File: src/rtl/alu_pipe_p.sv
`default_nettype none
// ============================================================================
// Module   : alu_pipe_p
// Purpose  : 4-stage pipelined register-bank ALU with a valid/ready front end.
//            S1 operand fetch, S2 execute, S3 register write-back, S4 memory
//            store. Has status flags, a direct register-bank config write port
//            and a registered memory read port.
// Macro    : ALU_PIPE_FWD_EN - when defined, RAW operand forwarding from the
//            S2 combinational result and the S2 latched result is enabled.
//            When undefined, operands always come from the register bank.
// Ports    : clk, rst_n (async, active low)
//            in_valid/in_ready, rs1, rs2, rd, func, addr  - instruction input
//            cfg_we, cfg_addr, cfg_data                   - regbank direct write
//            mem_raddr -> mem_rdata (1-cycle latency)     - memory read
//            zout, out_valid, flag_z, flag_c, err         - S3 result/status
// Revision : 1.0 - initial release
// ============================================================================
module alu_pipe_p #(
    parameter int DATA_W = 16,
    parameter int RB_AW  = 4,
    parameter int MEM_AW = 8
) (
    input  logic              clk,
    input  logic              rst_n,
    input  logic              in_valid,
    output logic              in_ready,
    input  logic [RB_AW-1:0]  rs1,
    input  logic [RB_AW-1:0]  rs2,
    input  logic [RB_AW-1:0]  rd,
    input  logic [3:0]        func,
    input  logic [MEM_AW-1:0] addr,
    input  logic              cfg_we,
    input  logic [RB_AW-1:0]  cfg_addr,
    input  logic [DATA_W-1:0] cfg_data,
    input  logic [MEM_AW-1:0] mem_raddr,
    output logic [DATA_W-1:0] mem_rdata,
    output logic [DATA_W-1:0] zout,
    output logic              out_valid,
    output logic              flag_z,
    output logic              flag_c,
    output logic              err
);

    localparam int c_NREG = 2**RB_AW;
    localparam int c_NMEM = 2**MEM_AW;

    localparam logic [3:0] c_F_ADD  = 4'd0;
    localparam logic [3:0] c_F_SUB  = 4'd1;
    localparam logic [3:0] c_F_MUL  = 4'd2;
    localparam logic [3:0] c_F_PA   = 4'd3;
    localparam logic [3:0] c_F_PB   = 4'd4;
    localparam logic [3:0] c_F_AND  = 4'd5;
    localparam logic [3:0] c_F_OR   = 4'd6;
    localparam logic [3:0] c_F_XOR  = 4'd7;
    localparam logic [3:0] c_F_NEGA = 4'd8;
    localparam logic [3:0] c_F_NEGB = 4'd9;
    localparam logic [3:0] c_F_SHR  = 4'd10;
    localparam logic [3:0] c_F_SHL  = 4'd11;

    // Register bank as a packed array so the whole bank resets in one assignment.
    logic [c_NREG-1:0][DATA_W-1:0] r_rb;
    logic [DATA_W-1:0]             r_mem [c_NMEM];

    // S1 (operand fetch) registers
    logic              r_s1_valid;
    logic [DATA_W-1:0] r_s1_a;
    logic [DATA_W-1:0] r_s1_b;
    logic [RB_AW-1:0]  r_s1_rd;
    logic [3:0]        r_s1_func;
    logic [MEM_AW-1:0] r_s1_addr;

    // S2 (execute) registers
    logic              r_s2_valid;
    logic [DATA_W-1:0] r_s2_z;
    logic              r_s2_c;
    logic              r_s2_err;
    logic [RB_AW-1:0]  r_s2_rd;
    logic [MEM_AW-1:0] r_s2_addr;

    // S3 (write-back) registers; r_zout doubles as the S4 store data
    logic [DATA_W-1:0] r_zout;
    logic              r_out_valid;
    logic              r_flag_z;
    logic              r_flag_c;
    logic              r_err;
    logic              r_s3_we;
    logic [MEM_AW-1:0] r_s3_addr;
    logic [DATA_W-1:0] r_mem_rdata;

    logic              w_accept;
    logic              w_s1_legal;
    logic              w_wb_we;
    logic [DATA_W-1:0] w_z;
    logic              w_c;
    logic [DATA_W-1:0] w_op_a;
    logic [DATA_W-1:0] w_op_b;

    assign in_ready   = !cfg_we;
    assign w_accept   = in_valid && in_ready;
    // func 12..15 are the only codes with both upper bits set
    assign w_s1_legal = !(r_s1_func[3] && r_s1_func[2]);
    assign w_wb_we    = r_s2_valid && !r_s2_err;

    // ------------------------------------------------------------------
    // Execute (combinational on S1 registers)
    // ------------------------------------------------------------------
    always_comb begin
        w_z = '0;
        w_c = 1'b0;
        case (r_s1_func)
            c_F_ADD:  {w_c, w_z} = {1'b0, r_s1_a} + {1'b0, r_s1_b};
            c_F_SUB: begin
                w_z = r_s1_a - r_s1_b;
                w_c = (r_s1_a < r_s1_b);
            end
            c_F_MUL:  w_z = r_s1_a * r_s1_b;
            c_F_PA:   w_z = r_s1_a;
            c_F_PB:   w_z = r_s1_b;
            c_F_AND:  w_z = r_s1_a & r_s1_b;
            c_F_OR:   w_z = r_s1_a | r_s1_b;
            c_F_XOR:  w_z = r_s1_a ^ r_s1_b;
            c_F_NEGA: w_z = -r_s1_a;
            c_F_NEGB: w_z = -r_s1_b;
            c_F_SHR:  w_z = {1'b0, r_s1_a[DATA_W-1:1]};
            c_F_SHL:  w_z = {r_s1_a[DATA_W-2:0], 1'b0};
            default: begin
                w_z = '0;
                w_c = 1'b0;
            end
        endcase
    end

    // ------------------------------------------------------------------
    // Operand selection
    // ------------------------------------------------------------------
`ifdef ALU_PIPE_FWD_EN
    // Youngest producer wins: the instruction now in execute overrides the
    // one being written back this edge, which overrides the bank.
    always_comb begin
        w_op_a = r_rb[rs1];
        if (w_wb_we && (r_s2_rd == rs1))
            w_op_a = r_s2_z;
        if (r_s1_valid && w_s1_legal && (r_s1_rd == rs1))
            w_op_a = w_z;

        w_op_b = r_rb[rs2];
        if (w_wb_we && (r_s2_rd == rs2))
            w_op_b = r_s2_z;
        if (r_s1_valid && w_s1_legal && (r_s1_rd == rs2))
            w_op_b = w_z;
    end
`else
    assign w_op_a = r_rb[rs1];
    assign w_op_b = r_rb[rs2];
`endif

    // ------------------------------------------------------------------
    // Pipeline registers
    // ------------------------------------------------------------------
    always_ff @(posedge clk or negedge rst_n) begin
        if (!rst_n) begin
            r_s1_valid  <= 1'b0;
            r_s1_a      <= '0;
            r_s1_b      <= '0;
            r_s1_rd     <= '0;
            r_s1_func   <= '0;
            r_s1_addr   <= '0;
            r_s2_valid  <= 1'b0;
            r_s2_z      <= '0;
            r_s2_c      <= 1'b0;
            r_s2_err    <= 1'b0;
            r_s2_rd     <= '0;
            r_s2_addr   <= '0;
            r_zout      <= '0;
            r_out_valid <= 1'b0;
            r_flag_z    <= 1'b0;
            r_flag_c    <= 1'b0;
            r_err       <= 1'b0;
            r_s3_we     <= 1'b0;
            r_s3_addr   <= '0;
        end else begin
            // S1: operand fetch
            r_s1_valid <= w_accept;
            if (w_accept) begin
                r_s1_a    <= w_op_a;
                r_s1_b    <= w_op_b;
                r_s1_rd   <= rd;
                r_s1_func <= func;
                r_s1_addr <= addr;
            end

            // S2: execute (w_z is already 0 for illegal codes)
            r_s2_valid <= r_s1_valid;
            r_s2_z     <= w_z;
            r_s2_c     <= w_c;
            r_s2_err   <= !w_s1_legal;
            r_s2_rd    <= r_s1_rd;
            r_s2_addr  <= r_s1_addr;

            // S3: outputs are cleared in bubble cycles so they are only
            // ever non-zero alongside out_valid.
            r_out_valid <= r_s2_valid;
            r_zout      <= r_s2_valid ? r_s2_z : '0;
            r_flag_z    <= r_s2_valid && (r_s2_z == '0);
            r_flag_c    <= r_s2_valid && r_s2_c;
            r_err       <= r_s2_valid && r_s2_err;
            r_s3_we     <= w_wb_we;
            r_s3_addr   <= r_s2_addr;
        end
    end

    // Register bank: write-back is assigned last so it beats a same-index
    // cfg write in the same cycle.
    always_ff @(posedge clk or negedge rst_n) begin
        if (!rst_n) begin
            r_rb <= '0;
        end else begin
            if (cfg_we)
                r_rb[cfg_addr] <= cfg_data;
            if (w_wb_we)
                r_rb[r_s2_rd] <= r_s2_z;
        end
    end

    // S4 store. Not reset; r_s3_we is held low while rst_n is asserted.
    always_ff @(posedge clk) begin
        if (r_s3_we)
            r_mem[r_s3_addr] <= r_zout;
    end

    // Registered read; sees the pre-edge contents on a same-address store.
    always_ff @(posedge clk or negedge rst_n) begin
        if (!rst_n)
            r_mem_rdata <= '0;
        else
            r_mem_rdata <= r_mem[mem_raddr];
    end

    assign mem_rdata = r_mem_rdata;
    assign zout      = r_zout;
    assign out_valid = r_out_valid;
    assign flag_z    = r_flag_z;
    assign flag_c    = r_flag_c;
    assign err       = r_err;

endmodule
`default_nettype wire

File: config.mk
export PLATFORM = sky130hd
export DESIGN_NAME = alu_pipe_p
export DESIGN_NICKNAME = d
export VERILOG_FILES = /design/src/rtl/alu_pipe_p.sv
export SDC_FILE = /design/constraint.sdc
export NUM_CORES = 2
export LEC_CHECK = 0
export BUFFER_PORTS_ARGS = -buffer_cell sky130_fd_sc_hd__buf_2
export CORE_UTILIZATION = 35
export DETAILED_ROUTE_END_ITERATION = 6
export HOLD_SLACK_MARGIN = 0.1
export PLACE_DENSITY_LB_ADDON = 0.08
export SLEW_MARGIN = 20
export SYNTH_ARGS = -nofsm -noshare
export SYNTH_HDL_FRONTEND = slang
export SYNTH_SLANG_ARGS = --single-unit
export TNS_END_PERCENT = 30
File: constraint.sdc
create_clock -name clk -period 8.2 [get_ports clk]
set_input_delay 1.64 -clock clk [delete_from_list [all_inputs] [get_ports clk]]
set_output_delay 1.64 -clock clk [all_outputs]
set_load 0.01 [all_outputs]
Yosys cells after proc, flatten, opt, wreduce, memory -nomap -nowiden
Memory sizes are Yosys's and may differ from the RTL's. A register that Yosys moved wholly into a read port is not among the register bits.
Index checks and enable logic that the tools add are counted.
{ "classes": {"add_sub_neg": 4, "multipliers": 1, "n_lt_le_gt_ge": 7, "n_eq_ne": 11, "mux": 17, "bitwise": 3, "reduce_logical": 13} }
{ "op_table": {"columns": ["operator", "n"], "rows": [
  ["bitwise mux 256 bit", 2],
  ["2-to-1 mux 256 bit", 2],
  ["one-hot mux 16 bit (12 select lines)", 1],
  ["binary-select mux 16 bit (select 4 bit)", 2],
  ["demux 16 bit (select 4 bit)", 2],
  ["2-to-1 mux 16 bit", 5],
  ["negation 16 bit", 2],
  ["< comparator 4 x 5 -> 1 bit (second input constant)", 4],
  ["adder 16 x 16 -> 17 bit", 1],
  ["AND 16 bit", 1],
  ["equality test 4 x 3 -> 1 bit (second input constant)", 4],
  ["equality test 4 bit (second input constant)", 4],
  ["zero test 16 bit", 1],
  ["< comparator 16 bit", 1],
  ["multiplier 16 x 16 -> 16 bit", 1],
  ["OR 16 bit", 1],
  ["subtractor 16 bit", 1],
  ["XOR 16 bit", 1],
  ["equality test 4 x 2 -> 1 bit (second input constant)", 2],
  ["greater-or-equal comparator 4 x 1 -> 1 bit (second input constant)", 2],
  ["logical AND 1 bit", 8],
  ["equality test 4 x 1 -> 1 bit (second input constant)", 1],
  ["zero test 4 bit", 1],
  ["zero test 1 bit", 3],
  ["other kinds (2)", 3]
]} }
{ "totals": {"ff_bits": 365, "mem_bits_rw": 4096, "out_inout_bits": 37, "elab_cells": 92, "memories": 1} }
{ "memory_table": {"columns": ["memory", "depth", "width", "read_ports", "rd_ports_with_merged_regs", "wr", "line_no", "rtl"], "rows": [
  ["r_mem", 256, 16, 1, 1, 1, "62", "logic [DATA_W-1:0] r_mem [c_NMEM];"]
]} }

Longest topological paths before layout
{ "logic_depth": {"ltp_word": 8, "mapped_depth": 23, "mapped_depth_nobuf": 21} }

Worst setup path after synthesis
No wires, ideal clock.
{ "synth_timing": {"path_type": "flip-flop to flip-flop", "startpoint": "reg r_s1_b[2]", "endpoint": "reg r_s2_z[15]", "t_arrival_ns": 5.213, "path_slack_ns": 2.851, "path_stages_with_launch": 22, "path_buffers": 2, "cell_sequence": "dfrtp_1 -> clkbuf_1 -> inv_1 -> clkbuf_1 -> nor2_1 -> fa_1 -> inv_1 -> fa_1 -> inv_1 -> fa_1 -> fa_1 -> inv_1 -> fa_1 -> fa_1 -> xor2_1 -> xnor2_1 -> xnor2_1 -> xnor2_1 -> xnor3_1 -> xnor2_1 -> nand2_1 -> o211ai_1"} }
{ "synth_via": {"elab_chain_cells": 2, "word_cells_on_any_way": 5} }
{ "synth_rtl": {"columns": ["item", "line_no", "rtl"], "rows": [
  ["start, declared", "67", "logic [DATA_W-1:0] r_s1_b;"],
  ["start signal, assigned", "186", "r_s1_b <= w_op_b;"],
  ["multiplier 16 x 16 -> 16 bit (tied with other cells)", "116", "c_F_MUL: w_z = r_s1_a * r_s1_b;"],
  ["one-hot mux 16 bit (12 select lines) (*)", "110", "case (r_s1_func)"],
  ["via w_z[15]", "93", "logic [DATA_W-1:0] w_z;"],
  ["end signal, assigned", "194", "r_s2_z <= w_z;"],
  ["end, declared", "74", "logic [DATA_W-1:0] r_s2_z;"]
]} }
Mark *: on every way through the listed nets, which the timed path passes. The rest lies on a longest branch.
A chain may end at the register's enable or synchronous reset.

Worst setup path in the final report
{ "layout_timing": {"startpoint": "reg r_s1_b[1]", "endpoint": "reg r_s2_z[14]"} }
The elaborated chain is that of the path after synthesis.

==> results.md <==
| Result | This run |
|---|---|
| Post-route total power | 61450 uW |
| Simple-gate portion of the synthesized area | 0.02367 |
| Flop-to-flop setup slack | 1970 ps |
| Core utilization of the finished layout | 0.4039 |
| Clock transition at the register clock pins on the worst setup and hold paths after CTS | 70 ps |
| Post-CTS Hold Buffers | 0 |
| Area share of fa/ha/maj cells after synthesis | 0.01578 |
| Clock share of power | 0.351 |
| Net count of the mapped netlist | 9119 |
| Critical Path, Cell by Cell | clkinv_1 > nor2_1 > fa_1 > fa_1 > ha_1 > fa_1 > inv_1 > fa_1 > fa_1 > inv_1 > ha_1 > a2111oi_0 > nor3_1 > a41oi_1 > a211oi_1 > xnor2_1 > o211ai_1 |
| First-pass GRT wire length | 796.6 mm |
| Hold Path Stages | 0 |
| Clock Tree Buf Depth | 4 |
| Part of the total power dissipated in sequential elements | 0.449 |
| Width of the chip | 724.7 microns |
| Worst Max-Slew Pin Slew | 1167 ps |
| GRT Overall Usage | 0.2157 |
| Most used cells in the layout excluding fill and tap cells | 4096 x edfxtp_1, 1440 x mux4_2, 484 x clkbuf_16 |
| Critical path peak fanout | 14 |
| Number of gates resized after cts | 0 |
| Total die area | 0.5253 sq mm |
| Number of CTS-inserted buffers | 482 |
| Maximum number of pins on one net before global-route repair | 163 |
| Starting utilization of the core area | 0.3512 |
| Number of warnings printed during yosys synthesis | 0 |
| Number of nets with antenna violations after detailed routing | 0 |
| End of the worst register-to-register path | r_s2_z[14] |
| Total Nets Final | 9627 |
| Final period demand of the worst path | 6230 ps |
| Max frequency | 160.5 MHz |
| Setup_tns | 0 ps |
| Detail Placement HPWL | 349.6 mm |
| Antenna violations before repair | 47 |
| Skew-Pair Late Insertion Delay | 1050 ps |
| Area of the core region | 0.5206 sq mm |
| Post-route DRC violation count | 0 |
| Top-level port count | 93 |
| Leading cell type in the layout, fill and taps excluded | edfxtp_1 |
| Endpoint with the worst hold slack | r_s3_addr[7] |
| Critical path data required time | 9050 ps |
| Period utilization | 0.7597 |
| Worst Min Path Start | r_s2_addr[7] |
| Clock Skews | 75.70 ps |
| TritonCTS clock tree | yes |
| Total power density per cell area | 292.2 mW/mm^2 |
| Leakage power | 0.06817 uW |
| Vias after detailed routing | 92240 |
| Worst Path Arrival | 7080 ps |
| CP max stage cell | dfrtp_1 |
| Kind of end point of the critical path | flop |
| Multiplexer area fraction after synthesis | 0.1927 |
| Number of standard cells after synthesis | 8881 |
| Worst r2r path cells | 17 |
| Status | completed |
| Congestion Overflow GR | 0 |
| Number of synthesized register bits | 4477 |
| Count of input and output buffers | 92 |
| Post-layout instance count excluding filler cells | 16760 |
| Hold violation count in the final report | 0 |
| Via count of the first global-routing pass | 95840 |
| # Max-Cap Violations | 0 |
| Clock Tree Root | clkbuf_16 |
| Worst flop-to-flop path startpoint | r_s1_b[1] |
| Summed instance area of the synthesized netlist | 0.1828 sq mm |
| Proportion of layout cells with a drive suffix above 1 | 0.3000 |
| Sinks on Clock Net | 4477 |
| Worst relative slew slack | 0.2220 |
| Final RePlAce weighted congestion | 0.8311 |
| WL final | 575.0 mm |
| Total setup violations reported at the end of the flow | 0 |
| Synth-to-Final Area Change | 15.01% |
| Startpoint type of the worst setup path | flop |
| Post-DR vias/cell | 5.504 |
| Number of buffers added for setup after CTS | 0 |
| First-pass iteration count of the detailed router | 6 |
| Internal power consumption | 43660 uW |
| Primary flip-flop cell chosen by synthesis mapping | edfxtp_1 |
| Proportion of synthesized chip area in sequential cells | 0.7249 |
| Sw frac | 0.2895 |
| Proportion of register bits with asynchronous set or reset after synthesis | 0.08510 |
| Detail-routed net length per standard cell | 34.31 microns |
| Mean cell area of the mapped netlist | 20.59 sq um |
| Synth Area in Compound Gates | 0.02293 |
| Maximum single-stage delay on the critical path | 740 ps |
| Count of flip-flops with a built-in enable after synthesis | 4096 |
| Largest family of logic cells by synthesized area | multiplexers |
| Vertical die dimension | 724.7 microns |
| Worst min-delay path category | reg -> reg |
| Max IR drop VDD | 0.7987 mV |
| Crit path kind | reg -> reg |
| Pins Over Slew Limit | 0 |
| Number of H-tree branching levels | 5 |
| Row count | 265 |
| Number of cells in the design after placement | 15840 |
| Switching power of the nets | 17790 uW |
| Most prevalent standard cell on the critical path | fa_1 |
| Number of distinct library cells after synthesis | 67 |
| Post-synthesis xor/xnor area fraction | 0.003045 |
| RSZ-0062 raised after global routing | false |
| Count of routing violations after the opening detailed-route iteration | 9514 |
| Proportion of power drawn by combinational gates | 0.200 |
[Yosys cell counts (all sizes together), types with 35 or more instances]
master / number / area (sq um)
edfxtp: 4096 / 123000
mux4: 1440 / 32430
nor2: 521 / 1956
clkbuf: 401 / 1505
dfrtp: 381 / 9534
nand2: 327 / 1227
mux2i: 258 / 2582
o21ai: 193 / 965.9
buf: 188 / 998.5
a21oi: 170 / 850.8
inv: 154 / 578.1
ha: 101 / 1264
a22oi: 100 / 750.7
fa: 81 / 1622
a221oi: 54 / 473.0
xnor2: 54 / 473.0
nand3: 43 / 215.2
a22o: 35 / 306.5
[layout make-up]
| class | instances | area, sq um |
|---|---|---|
| Clock buffer | 590 | 12630 |
| Sequential cell | 4477 | 132600 |
| Clock inverter | 306 | 2928 |
| Fill cell | 46350 | 310300 |
| Timing Repair Buffer | 613 | 4997 |
| Inverter | 160 | 600.6 |
| Antenna cell | 15 | 37.54 |
| Tap cell | 6942 | 8686 |
| Multi-Input combinational cell | 3655 | 47790 |
[logic make-up after synthesis]
family          Yosys count
flops                  4477
mux                    1717
simple gates           1039
buf+inv                 749
compound gates          655
fa+ha+maj               182
xor+xnor                 62
[how the worst max path moves through the flow]
| stage | from | depth (start not counted) | to | slack (ps) |
|---|---|---|---|---|
| 2_1_floorplan | r_s1_b[2] | 21 | r_s2_z[15] | 2850 |
| 3_3_place_gp | mem_raddr[0] | 8 | mem_rdata[10] | 1330 |
| 3_5_place_dp | mem_raddr[0] | 8 | mem_rdata[11] | 1790 |
| 4_1_cts | r_s1_b[1] | 17 | r_s2_z[14] | 1900 |
| 5_1_grt | r_s1_b[1] | 17 | r_s2_z[14] | 1440 |
| 6_report | r_s1_b[1] | 17 | r_s2_z[14] | 1970 |
[layer usage]
layer / track usage / share of wire
met2: 0.3603 / 0.49
met5: 0 / 0.000082
met4: 0.05869 / 0.029
met3: 0.02855 / 0.051
met1: 0.2984 / 0.43
[critical path: cells and delay by family, from the launching register on]
kind	cells	cell delay, ps
DFF	1	740
and+or+nand+nor	2	460
buffers and inverters	3	680
adders and majority gates	7	2860
xor gates and xnor gates	1	190
AOI/OAI and AO/OA	4	1130
[stage by stage]
| step | setup WS, ps | hold slack [ps] | instance area, sq um |
|---|---|---|---|
| 2_1_floorplan | 2851 | 331.2 | 182800 |
| 3_3_place_gp | 1329 | 335.2 | 194400 |
| 3_5_place_dp | 1786 | 334.7 | 194600 |
| 4_1_cts | 1898 | 348.8 | 210200 |
| 5_1_grt | 1444 | 368.5 | 210200 |
| 6_report | 1970 | 346.7 | 210300 |
[power groups by stage]
stage          logic, uW  clock network, uW  registers (uW)
4_1_cts            12600              22100           27600
3_5_place_dp       12500                  0           28000
5_1_grt            13700              22900           27700
6_report           12300              21600           27600
2_1_floorplan       8240                  0           27800
3_3_place_gp       12600                  0           28000
[sequential cells by signal, indices dropped and copies added (netlist names), 4 cells and up]
signal,flops
zout,16
r_s1_rd,4
r_rb,256
r_s3_addr,8
r_s2_addr,8
r_s2_z,16
r_s2_rd,4
r_s1_addr,8
r_s1_a,16
r_s1_func,4
mem_rdata,16
r_mem,4096
r_s1_b,16
(Power assumes the default switching activity.)
